$ cat src/rtl/clock_edge_tracker.sv
// Samples a slow derived clock in the clk_i domain, emits rise/fall strobes, measures the rise-to-rise period and tracks lock.
// Optional macro CLK_EDGE_TRACKER_TIMEOUT_EN enables the stall timeout when no rise arrives before the counter saturates.
module clock_edge_tracker #(
   parameter int SYNC_STAGES = 2,
   parameter int CNT_W       = 8,
   parameter int LOCK_COUNT  = 4
) (
   input  logic             clk_i,
   input  logic             rst_i,
   input  logic             clk_slow_i,
   output logic             rise_o,
   output logic             fall_o,
   output logic [CNT_W-1:0] period_o,
   output logic             period_valid_o,
   output logic             lock_o,
   output logic             err_o,
   output logic             stall_o
);

   localparam logic [CNT_W-1:0] CNT_MAX = '1;
   localparam logic [CNT_W-1:0] CNT_ONE = CNT_W'(1);
   localparam logic [CNT_W-1:0] LOCK_N  = CNT_W'(LOCK_COUNT);

   typedef enum logic [1:0] {IDLE, MEASURE, TRACK, LOCKED} state_t;

   state_t           state, state_n;
   logic [SYNC_STAGES-1:0] sync_q;
   logic             s, s_d;
   logic             rise_det, fall_det, timeout;
   logic [CNT_W-1:0] cnt;
   logic [CNT_W-1:0] ref_q, ref_n;
   logic [CNT_W-1:0] match_q, match_n;
   logic [CNT_W-1:0] period_n;
   logic             pv_n, lock_n, err_n, stall_n;

   assign s        = sync_q[SYNC_STAGES-1];
   assign rise_det = s & ~s_d;
   assign fall_det = ~s & s_d;

`ifdef CLK_EDGE_TRACKER_TIMEOUT_EN
   assign timeout = ~rise_det & (cnt == CNT_MAX);
`else
   assign timeout = 1'b0;
`endif

   always_ff @(posedge clk_i or posedge rst_i) begin
      if (rst_i) begin
         sync_q <= '0;
         s_d    <= 1'b0;
         rise_o <= 1'b0;
         fall_o <= 1'b0;
      end else begin
         sync_q <= {sync_q[SYNC_STAGES-2:0], clk_slow_i};
         s_d    <= s;
         rise_o <= rise_det;
         fall_o <= fall_det;
      end
   end

   // Counter value seen at a rise is the number of cycles since the previous rise.
   always_ff @(posedge clk_i or posedge rst_i) begin
      if (rst_i) begin
         cnt <= '0;
      end else if (rise_det) begin
         cnt <= CNT_ONE;
      end else if (cnt != CNT_MAX) begin
         cnt <= cnt + CNT_ONE;
      end
   end

   always_ff @(posedge clk_i or posedge rst_i) begin
      if (rst_i) begin
         state          <= IDLE;
         ref_q          <= '0;
         match_q        <= '0;
         period_o       <= '0;
         period_valid_o <= 1'b0;
         lock_o         <= 1'b0;
         err_o          <= 1'b0;
         stall_o        <= 1'b0;
      end else begin
         state          <= state_n;
         ref_q          <= ref_n;
         match_q        <= match_n;
         period_o       <= period_n;
         period_valid_o <= pv_n;
         lock_o         <= lock_n;
         err_o          <= err_n;
         stall_o        <= stall_n;
      end
   end

   always_comb begin
      state_n  = state;
      ref_n    = ref_q;
      match_n  = match_q;
      period_n = period_o;
      pv_n     = 1'b0;
      lock_n   = lock_o;
      err_n    = 1'b0;
      stall_n  = stall_o;
      if (rise_det) begin
         stall_n = 1'b0;
         case (state)
            IDLE: state_n = MEASURE;
            MEASURE: begin
               period_n = cnt;
               pv_n     = 1'b1;
               ref_n    = cnt;
               match_n  = CNT_ONE;
               if (LOCK_COUNT == 1) begin
                  state_n = LOCKED;
                  lock_n  = 1'b1;
               end else begin
                  state_n = TRACK;
               end
            end
            TRACK: begin
               period_n = cnt;
               pv_n     = 1'b1;
               if (cnt == ref_q) begin
                  match_n = match_q + CNT_ONE;
                  if (match_n == LOCK_N) begin
                     state_n = LOCKED;
                     lock_n  = 1'b1;
                  end
               end else begin
                  ref_n   = cnt;
                  match_n = CNT_ONE;
               end
            end
            LOCKED: begin
               period_n = cnt;
               pv_n     = 1'b1;
               // A deviation while locked is the only case that raises err_o.
               if (cnt != ref_q) begin
                  err_n   = 1'b1;
                  lock_n  = 1'b0;
                  ref_n   = cnt;
                  match_n = CNT_ONE;
                  state_n = TRACK;
               end
            end
            default: state_n = IDLE;
         endcase
      end else if (timeout) begin
         stall_n = 1'b1;
         lock_n  = 1'b0;
         state_n = IDLE;
      end
   end

endmodule
$ cat config.mk
export PLATFORM = sky130hd
export DESIGN_NAME = clock_edge_tracker
export DESIGN_NICKNAME = d
export VERILOG_FILES = /design/src/rtl/clock_edge_tracker.sv
export SDC_FILE = /design/constraint.sdc
export NUM_CORES = 1
export LEC_CHECK = 0
export CAP_MARGIN = 15
export CORE_MARGIN = 4
export CORE_UTILIZATION = 55
export DETAILED_ROUTE_END_ITERATION = 10
export PLACE_DENSITY_LB_ADDON = 0.15
export SLEW_MARGIN = 5
export SYNTH_ARGS = -nofsm -noshare
export SYNTH_HDL_FRONTEND = slang
export SYNTH_SLANG_ARGS = --single-unit
$ cat constraint.sdc
create_clock -name clk_i -period 3.9 [get_ports clk_i]
set_input_delay 0.585 -clock clk_i [delete_from_list [all_inputs] [get_ports clk_i]]
set_output_delay 0.585 -clock clk_i [all_outputs]
set_load 0.03 [all_outputs]
======== Yosys cells after proc, flatten, opt, wreduce, memory -nomap -nowiden ========
Index checks and enable logic that the tools add are counted.
storage, ports and cells
  register bits ........................... 42
  bits in latches ......................... 0
  memory bits (writable) .................. 0
  memory bits (read-only) ................. 0
  bits of input ports ..................... 3
  output and inout port bits .............. 14
  word-level logic and storage cells ...... 60
  memories ................................ 0
cells by class
  add/sub/neg operators ................... 2
  $mul .................................... 0
  div/mod/pow operators ................... 0
  order comparisons ....................... 0
  eq/ne operators ......................... 11
  shift operators ......................... 0
  multiplexer cells ....................... 21
  bitwise operators ....................... 4
  reductions and logical operators ........ 10
operator list
  cell                 count
  $mux 8               6
  $pmux 8 s3           2
  $add 8x1->8 const B  2
  $eq 8x3->1 const B   1
  $eq 8x8->1           1
  $mux 1               8
  $ne 2x2->1 const B   4
  $ne 8x8->1           1
  $ne 8x8->1 const B   1
  $pmux 2 s4           1
  $reduce_and 4->1     2
  $mux 2               3
  $reduce_and 5->1     1
  $eq 2x2->1 const B   2
  $reduce_bool 2->1    2
  $reduce_and 3->1     1
  $reduce_bool 3->1    1
  $reduce_or 3->1      1
  $and 1x1->1          2
  $eq 2x1->1 const B   1
  $logic_not 2->1      1
  $not 1->1            2
  $pmux 1 s2           1
  $reduce_and 2->1     1

======== Logic depth before layout (Yosys ltp) ========
Gate-level depths: netlist (run 1).
  depth after elaboration ................. 5
  mapped depth ............................ 7

======== Least setup slack after synthesis (run 1) ========
Ideal clock, no wire load.
  kind .................................... register to register
  start ................................... register cnt[3]
  end ..................................... register ref_q[0]
  library setup time ...................... 0.125 ns
  arrival ................................. 1.403 ns
  required time ........................... 3.775 ns
  slack ................................... 2.372 ns
  stages on the path, launching flop included .. 7
  buffers on the path ..................... 1
  clock period less this slack ............ 1.528 ns
  cell sequence ........................... dfrtp_1 -> buf_2 -> xnor2_1 -> nand4_1 -> nor2_4 -> a21oi_4 -> mux2_2
on the way
  longest elaborated chain between the ends .. 3
  elaborated cells between the ends (all ways) .. 5
ends and longest elaborated chain
  what                                             line      RTL
  start, declared                                  30        logic [CNT_W-1:0] cnt;
  start signal, assigned                           67        cnt <= cnt + CNT_ONE;
  $eq 8x8->1 / $ne 8x8->1 (equally long branches)  121, 136
  $ne 2x2->1 (no source line)                      -
  $reduce_and 4->1 (no source line) (*)            -
  end signal, assigned                             83        ref_q <= ref_n;
  end, declared                                    31        logic [CNT_W-1:0] ref_q, ref_n;
Every way passes the cells marked *; elsewhere a longest branch is shown, timed or not.
A chain may end at the register's enable or synchronous reset.

======== Worst setup path in the final report (run 1) ========
  start ................................... register s_d
  end ..................................... register ref_q[0]
on the way
  longest elaborated chain between the ends .. 3
ends and longest elaborated chain
  what                               line  RTL
  start, declared                    28    logic s, s_d;
  start signal, assigned             54    s_d <= s;
  $not 1->1                          37    assign rise_det = s & ~s_d;
  $and 1x1->1                        37
  $reduce_and 4->1 (no source line)  -
Every way passes these cells.

==> out/metrics.csv, run 1 <==
metric,value,unit
root_buffer,sky130_fd_sc_hd__clkbuf_4,
synth_top_cell_by_area,sky130_fd_sc_hd__dfrtp_1,
buffer_count_from_post_cts_setup_fixing,0,
outcome,"complete, no violations",
min-delay-path-class,flip-flop to flip-flop,
synthCells,181,
synth-warning-count,0,
worst-r2r-cell-count,5,
timing.setup.critical_path_class,flip-flop to flip-flop,
crit_start,s_d,
synth-async-reset-ratio,100,%
min_period_over_period,54.7,%
netSwitchingFraction,37.4,%
clkSinkCount,42,
timing.max_slew.rel_slack,49.6,%
launching_element_type_of_the_critical_path,flip-flop,
drt_first_iter_violations,81,
timing.critical_path.arrival,2360,ps
antenna_violations_before_repair,0,
yosys.cell_types.count,43,
h-tree-depth,2,
synth.most_common_cell,sky130_fd_sc_hd__dfrtp_1,
crit_path_max_fanout,16,
timing.final.setup_violations,0,
ys_seq_elements,42,
p_seq_share,51.3,%
maxCapViolations,0,
post-route-min-period,2130,ps
cts_resized,0,
grtUsageMet2,30.8,%
synth.yosys.seq_area_share,54.6,%
cts_buffer_depth,2,
die_area,4510,um2
worstSetupEndpointType,flip-flop,
ant_nets,0,
cts_hold_buf,0,
grt.met3_usage,4.99,%
postSynthAreaPerCell,10.6,um2
grt_setup_unrepaired,false,
place_ws,1770,ps
grt_use_met1,20.5,%
yosys-top-cells-count,"sky130_fd_sc_hd__dfrtp_1, sky130_fd_sc_hd__nand2_1, sky130_fd_sc_hd__xnor2_1, sky130_fd_sc_hd__mux2_2, sky130_fd_sc_hd__nor2_1",
grt_overflow,0,
fraction_of_final_layout_cells_sized_beyond_drive_strength_1,10.3,%
final_max_slew_viol_count,0,
fmax,468,MHz
portBuffers,15,
wl_per_cell,14.7,um
intPower,767,uW
fin_nets,201,
globalRouteTotalUtil,18.1,%
clkSlewWorstSetupHoldPaths,100,ps
route.detailed.drc,0,
rows,21,
rr_endpoint,ref_q[0],
grt.busiest_layer,met2,
power.combinational.fraction,32.1,%
synth_edf_count,0,
dieHeight,67.2,um
timing.rr.start,s_d,
via_count,1376,
synthesis.area,1930,um2
synth_top_area_share,54.6,%
synth-main-ff-cell,sky130_fd_sc_hd__dfrtp_1,
synthToLayoutAreaGrowth,11.4,%
grt_max_degree,31,
hp-start,sync_q[0],
power.ir.vdd_worst,0.000353,V
effective_utilization_at_floorplan,57.3,%
netlist_top_cells_area,"sky130_fd_sc_hd__dfrtp_1, sky130_fd_sc_hd__nand2_1, sky130_fd_sc_hd__mux2_2",
postLayoutSetupSlackWorst,1770,ps
cp_data_required_time,4130,ps
p_sw,459,uW
route.detailed.vias_per_inst,5.71,
die_w,67.2,um
source_to_sink_clock_delay_at_the_later_pin_of_the_worst_skew_pair,340,ps
first_global_vias,1286,
number_of_endpoints_with_negative_hold_slack_in_the_final_report,0,
antennaDiodeCount,0,
tritoncts,yes,
rrSetupSlack,1770,ps
dp_hpwl,2550,um
worst_slew_pin_slew,756,ps
syn_nets,186,
global_route_wire_length_before_repair,5940,um
leakagePower,0.000982,uW
design.core.area,3360,um2
wl,3540,um
ioPinCount,17,
min_delay_path_depth,0,
numCtsBuffers,5,
gp_congestion,0.785,
worstHoldEndpoint,sync_q[1],
clock-skew-final,11.0,ps
powerDensity,571,nW/um2
drt_first_pass_iters,4,
setup_tns,0,ps
p_clk_share,16.6,%
## final cells by class
class                   count  area (um2)
fillers                   311        1220
flip-flops and latches     42        1050
multi-input cells         126         810
repair buffers             16         158
well taps                  46        57.6
clock buffers               6        51.3
inverters                   5        18.8
## stage by stage
step | total power (uW) | cell area (um2) | utilization (%) | cells | hold slack (ps)
after global placement | 1020 | 2090 | 62.3 | 235 | 339
after global routing | 1300 | 2150 | 63.8 | 241 | 383
after CTS | 1240 | 2150 | 63.8 | 241 | 371
after detailed placement | 1030 | 2090 | 62.3 | 235 | 336
final | 1230 | 2150 | 63.8 | 241 | 367
after floorplan | 931 | 1930 | - | 181 | 331
## worst max-delay path, stage by stage (launching register included)
cell	delay [ps]
sky130_fd_sc_hd__dfrtp_1	380
sky130_fd_sc_hd__nand2b_1	220
sky130_fd_sc_hd__inv_1	380
sky130_fd_sc_hd__o21ai_2	340
sky130_fd_sc_hd__a21oi_4	330
sky130_fd_sc_hd__mux2_2	370
## worst max path at each step
stage	slack (ps)	endpoint
after floorplan	2340	cnt[0]
after global placement	1860	ref_q[5]
after detailed placement	1770	ref_q[0]
after CTS	1750	ref_q[0]
after global routing	1620	ref_q[0]
final	1770	ref_q[0]
## placed cells by master (no fill, tap or decap), types with 2 or more instances in the layout
cell / instances
sky130_fd_sc_hd__dfrtp_1: 42
sky130_fd_sc_hd__nand2_1: 37
sky130_fd_sc_hd__clkdlybuf4s50_1: 15
sky130_fd_sc_hd__xnor2_1: 9
sky130_fd_sc_hd__mux2_2: 8
sky130_fd_sc_hd__nor2_1: 7
sky130_fd_sc_hd__and3_1: 6
sky130_fd_sc_hd__nand4_1: 6
sky130_fd_sc_hd__nand3_1: 5
sky130_fd_sc_hd__clkbuf_4: 5
sky130_fd_sc_hd__inv_1: 4
sky130_fd_sc_hd__o21ai_0: 4
sky130_fd_sc_hd__a31oi_1: 3
sky130_fd_sc_hd__nor3_1: 3
sky130_fd_sc_hd__a22oi_1: 3
sky130_fd_sc_hd__o31ai_1: 3
sky130_fd_sc_hd__xor2_1: 3
sky130_fd_sc_hd__mux2i_1: 2
sky130_fd_sc_hd__nor2b_1: 2
sky130_fd_sc_hd__a21oi_1: 2
sky130_fd_sc_hd__o22ai_1: 2
sky130_fd_sc_hd__a41oi_1: 2
sky130_fd_sc_hd__ha_1: 2
## power by group through the flow
stage / Combinational (uW) / Sequential, uW / Clock (uW)
global placement: 388 / 629 / 0
detailed placement: 397 / 636 / 0
finish: 394 / 628 / 203
floorplan: 299 / 632 / 0
CTS: 398 / 627 / 213
global route: 430 / 642 / 231
## routing by layer
| layer | routed length, um | share of wire [%] |
|---|---|---|
| met2 | 1840 | 52 |
| met1 | 1530 | 43 |
| met4 | 80 | 2.3 |
| met3 | 89 | 2.5 |
| met5 | 0 | 0 |
## sequential cells by signal, indices dropped and copies added (netlist names)
name / flops
cnt: 8
match_q: 8
period_o: 8
ref_q: 8
state: 2
sync_q: 2
err_o: 1
fall_o: 1
lock_o: 1
period_valid_o: 1
rise_o: 1
s_d: 1
## cell families (layout without fill, tap and decap cells)
family	count (synthesis)	count (layout)	synth area share (%)
and+or+nand+nor	73	73	18.1
DFF	42	42	54.6
AOI/OAI and AO/OA	28	28	11.2
buffers and inverters	13	27	3.38
xor gates and xnor gates	12	12	5.46
muxes	10	10	5.72
adders and majority gates	2	2	1.30
other	1	1	0.195
(Power assumes the default switching activity.)
==> run 2: changes to the inputs <==
--- a/config.mk
+++ b/config.mk
@@ -7,7 +7,7 @@
 export LEC_CHECK = 0
 export CAP_MARGIN = 15
 export CORE_MARGIN = 4
-export CORE_UTILIZATION = 55
+export CORE_UTILIZATION = 51
 export DETAILED_ROUTE_END_ITERATION = 10
 export PLACE_DENSITY_LB_ADDON = 0.15
 export SLEW_MARGIN = 5
==> constraint.sdc (replaced) <==
create_clock -name clk_i -period 1.8 [get_ports clk_i]
set_input_delay 0.27 -clock clk_i [delete_from_list [all_inputs] [get_ports clk_i]]
set_output_delay 0.27 -clock clk_i [all_outputs]
set_load 0.03 [all_outputs]
==> out/metrics.csv, run 2 (same netlist as run 1, synthesis figures left out) <==
metric,value,unit,change
outcome,"complete, no violations",,
fin_nets,211,,+5.0%
timing.critical_path.arrival,1870,ps,-490 ps
antennaDiodeCount,0,,unchanged
gp_congestion,0.800,,+1.9%
multi_input_area,835,um2,+3.1%
final-seq-area,1050,um2,+0.24%
wl,3910,um,+10%
final_max_slew_viol_count,0,,unchanged
maxCapViolations,0,,unchanged
timing.setup.critical_path_class,flip-flop to flip-flop,,
effective_utilization_at_floorplan,52.6,%,-4.7 points
via_count,1419,,+3.1%
worst_slew_pin_slew,506,ps,-250 ps
globalRouteTotalUtil,17.5,%,-0.57 points
ant_nets,0,,unchanged
ioPinCount,17,,unchanged
drt_first_iter_violations,113,,+40%
whs,364,ps,-2.98 ps
cts_hold_buf,0,,unchanged
global_route_wire_length_before_repair,6500,um,+9.4%
setup_tns,0,ps,unchanged
final_design_area_no_fill,2310,um2,+7.8%
route.detailed.drc,0,,unchanged
die_w,69.4,um,+3.4%
launching_element_type_of_the_critical_path,flip-flop,,
placed_cell_area,2160,um2,+3.3%
grt_max_degree,43,,+39%
leakagePower,0.00106,uW,+8.2%
grt_overflow,0,,unchanged
fraction_of_final_layout_cells_sized_beyond_drive_strength_1,17.5,%,+7.2 points
drt_first_pass_iters,4,,unchanged
clkSinkCount,42,,unchanged
min-delay-path-class,flip-flop to flip-flop,,
dp_hpwl,2600,um,+1.9%
mostFrequentLayoutCell,sky130_fd_sc_hd__dfrtp_1,,
source_to_sink_clock_delay_at_the_later_pin_of_the_worst_skew_pair,290,ps,-50 ps
wl_per_cell,15.4,um,+4.8%
number_of_endpoints_with_negative_hold_slack_in_the_final_report,0,,unchanged
crit_path_max_fanout,8,,-8
numCtsBuffers,5,,unchanged
clkSlewWorstSetupHoldPaths,80,ps,-20 ps
synthToLayoutAreaGrowth,20.1,%,
worstSetupEndpointType,flip-flop,,
first_global_vias,1365,,+6.1%
powerDensity,1360,nW/um2,+140%
cp_data_required_time,1980,ps,-2150 ps
layout_common_cells,"sky130_fd_sc_hd__dfrtp_1, sky130_fd_sc_hd__nand2_1, sky130_fd_sc_hd__clkdlybuf4s50_1",,
power.ir.vdd_worst,0.000646,V,+83%
min_period_over_period,94.1,%,+39 points
route.detailed.vias_per_inst,5.59,,-2.2%
tritoncts,yes,,
dieHeight,69.4,um,+3.4%
design.core.area,3660,um2,+8.9%
post-route-min-period,1690,ps,-440 ps
clock-skew-final,8.21,ps,-2.79 ps
rows,22,,+4.8%
timing.final.setup_violations,0,,unchanged
timing.max_slew.rel_slack,66.3,%,+17 points
antenna_violations_before_repair,0,,unchanged
root_buffer,sky130_fd_sc_hd__clkbuf_8,,
portBuffers,15,,unchanged
die_area,4820,um2,+6.9%
fillerInstances,310,,-0.32%
h-tree-depth,2,,unchanged
cts_buffer_depth,2,,unchanged
fmax,590,MHz,+26%
[run 2: cell count changes in the layout (fill, tap and decap cells not counted), moves of 2 or more]
| cell | change |
|---|---|
| sky130_fd_sc_hd__dfrtp_2 | +2 |
| sky130_fd_sc_hd__clkbuf_8 | +5 |
| sky130_fd_sc_hd__buf_4 | +10 |
| sky130_fd_sc_hd__clkbuf_4 | -5 |
| sky130_fd_sc_hd__dfrtp_1 | -2 |
[run 2: timing repair]
action,4_1_cts,5_1_grt
setup buffers,0,1
endpoints found under the setup margin,0,6
gates resized for setup,0,6
[run 2: worst paths after layout]
check	start	to	slack (ps)	depth (start not counted)
max reg2reg	cnt[7]	ref_q[0]	110	5
max in group asynchronous	rst_i	cnt[3]	1020	3
min reg2reg	sync_q[0]	sync_q[1]	360	0
max	cnt[7]	ref_q[0]	110	5
min in group asynchronous	rst_i	cnt[2]	400	3
min	sync_q[0]	sync_q[1]	360	0
[run 2: final cells by class]
class | count | area share [%]
clock buffer | 6 | 3.57
clock inverter | 1 | 1.30
inverter | 5 | 0.812
multi-input combinational | 126 | 36.1
sequential | 42 | 45.6
tap | 48 | 2.60
timing repair buffer | 26 | 10.1
[run 2: layer usage]
layer | vias to the layer above | part of all wire [%] | GRT usage, %
li1 | 688 | - | -
met1 | 684 | 48 | 23.3
met2 | 34 | 45 | 25.6
met3 | 13 | 4.4 | 5.65
met4 | 0 | 2.8 | 8.68
met5 | - | 0 | 0
[run 2: power breakdown]
| group | internal (uW) | total [uW] | switching (uW) |
|---|---|---|---|
| combinational | 473 | 1080 | 603 |
| clock | 443 | 750 | 306 |
| sequential | 1130 | 1310 | 185 |
| total | 2050 | 3140 | 1090 |
[run 2: through the flow]
step | instances | total power (uW) | setup WS (ps) | utilization (%)
after CTS | 253 | 3110 | 23.2 | 62.2
after global routing | 254 | 3320 | -6.51 | 63.2
final | 254 | 3140 | 106 | 63.2
after floorplan | 181 | 2020 | 272 | -
after global placement | 246 | 2300 | 182 | 59.1
after detailed placement | 246 | 2350 | 78.9 | 59.1
[run 2: critical path, stage by stage, from the launching register on]
cell and delay [ps]:
sky130_fd_sc_hd__dfrtp_1 460, sky130_fd_sc_hd__xnor2_1 170, sky130_fd_sc_hd__nand4_1 180, sky130_fd_sc_hd__nor2_4 80, sky130_fd_sc_hd__a21oi_4 310, sky130_fd_sc_hd__mux2_2 380
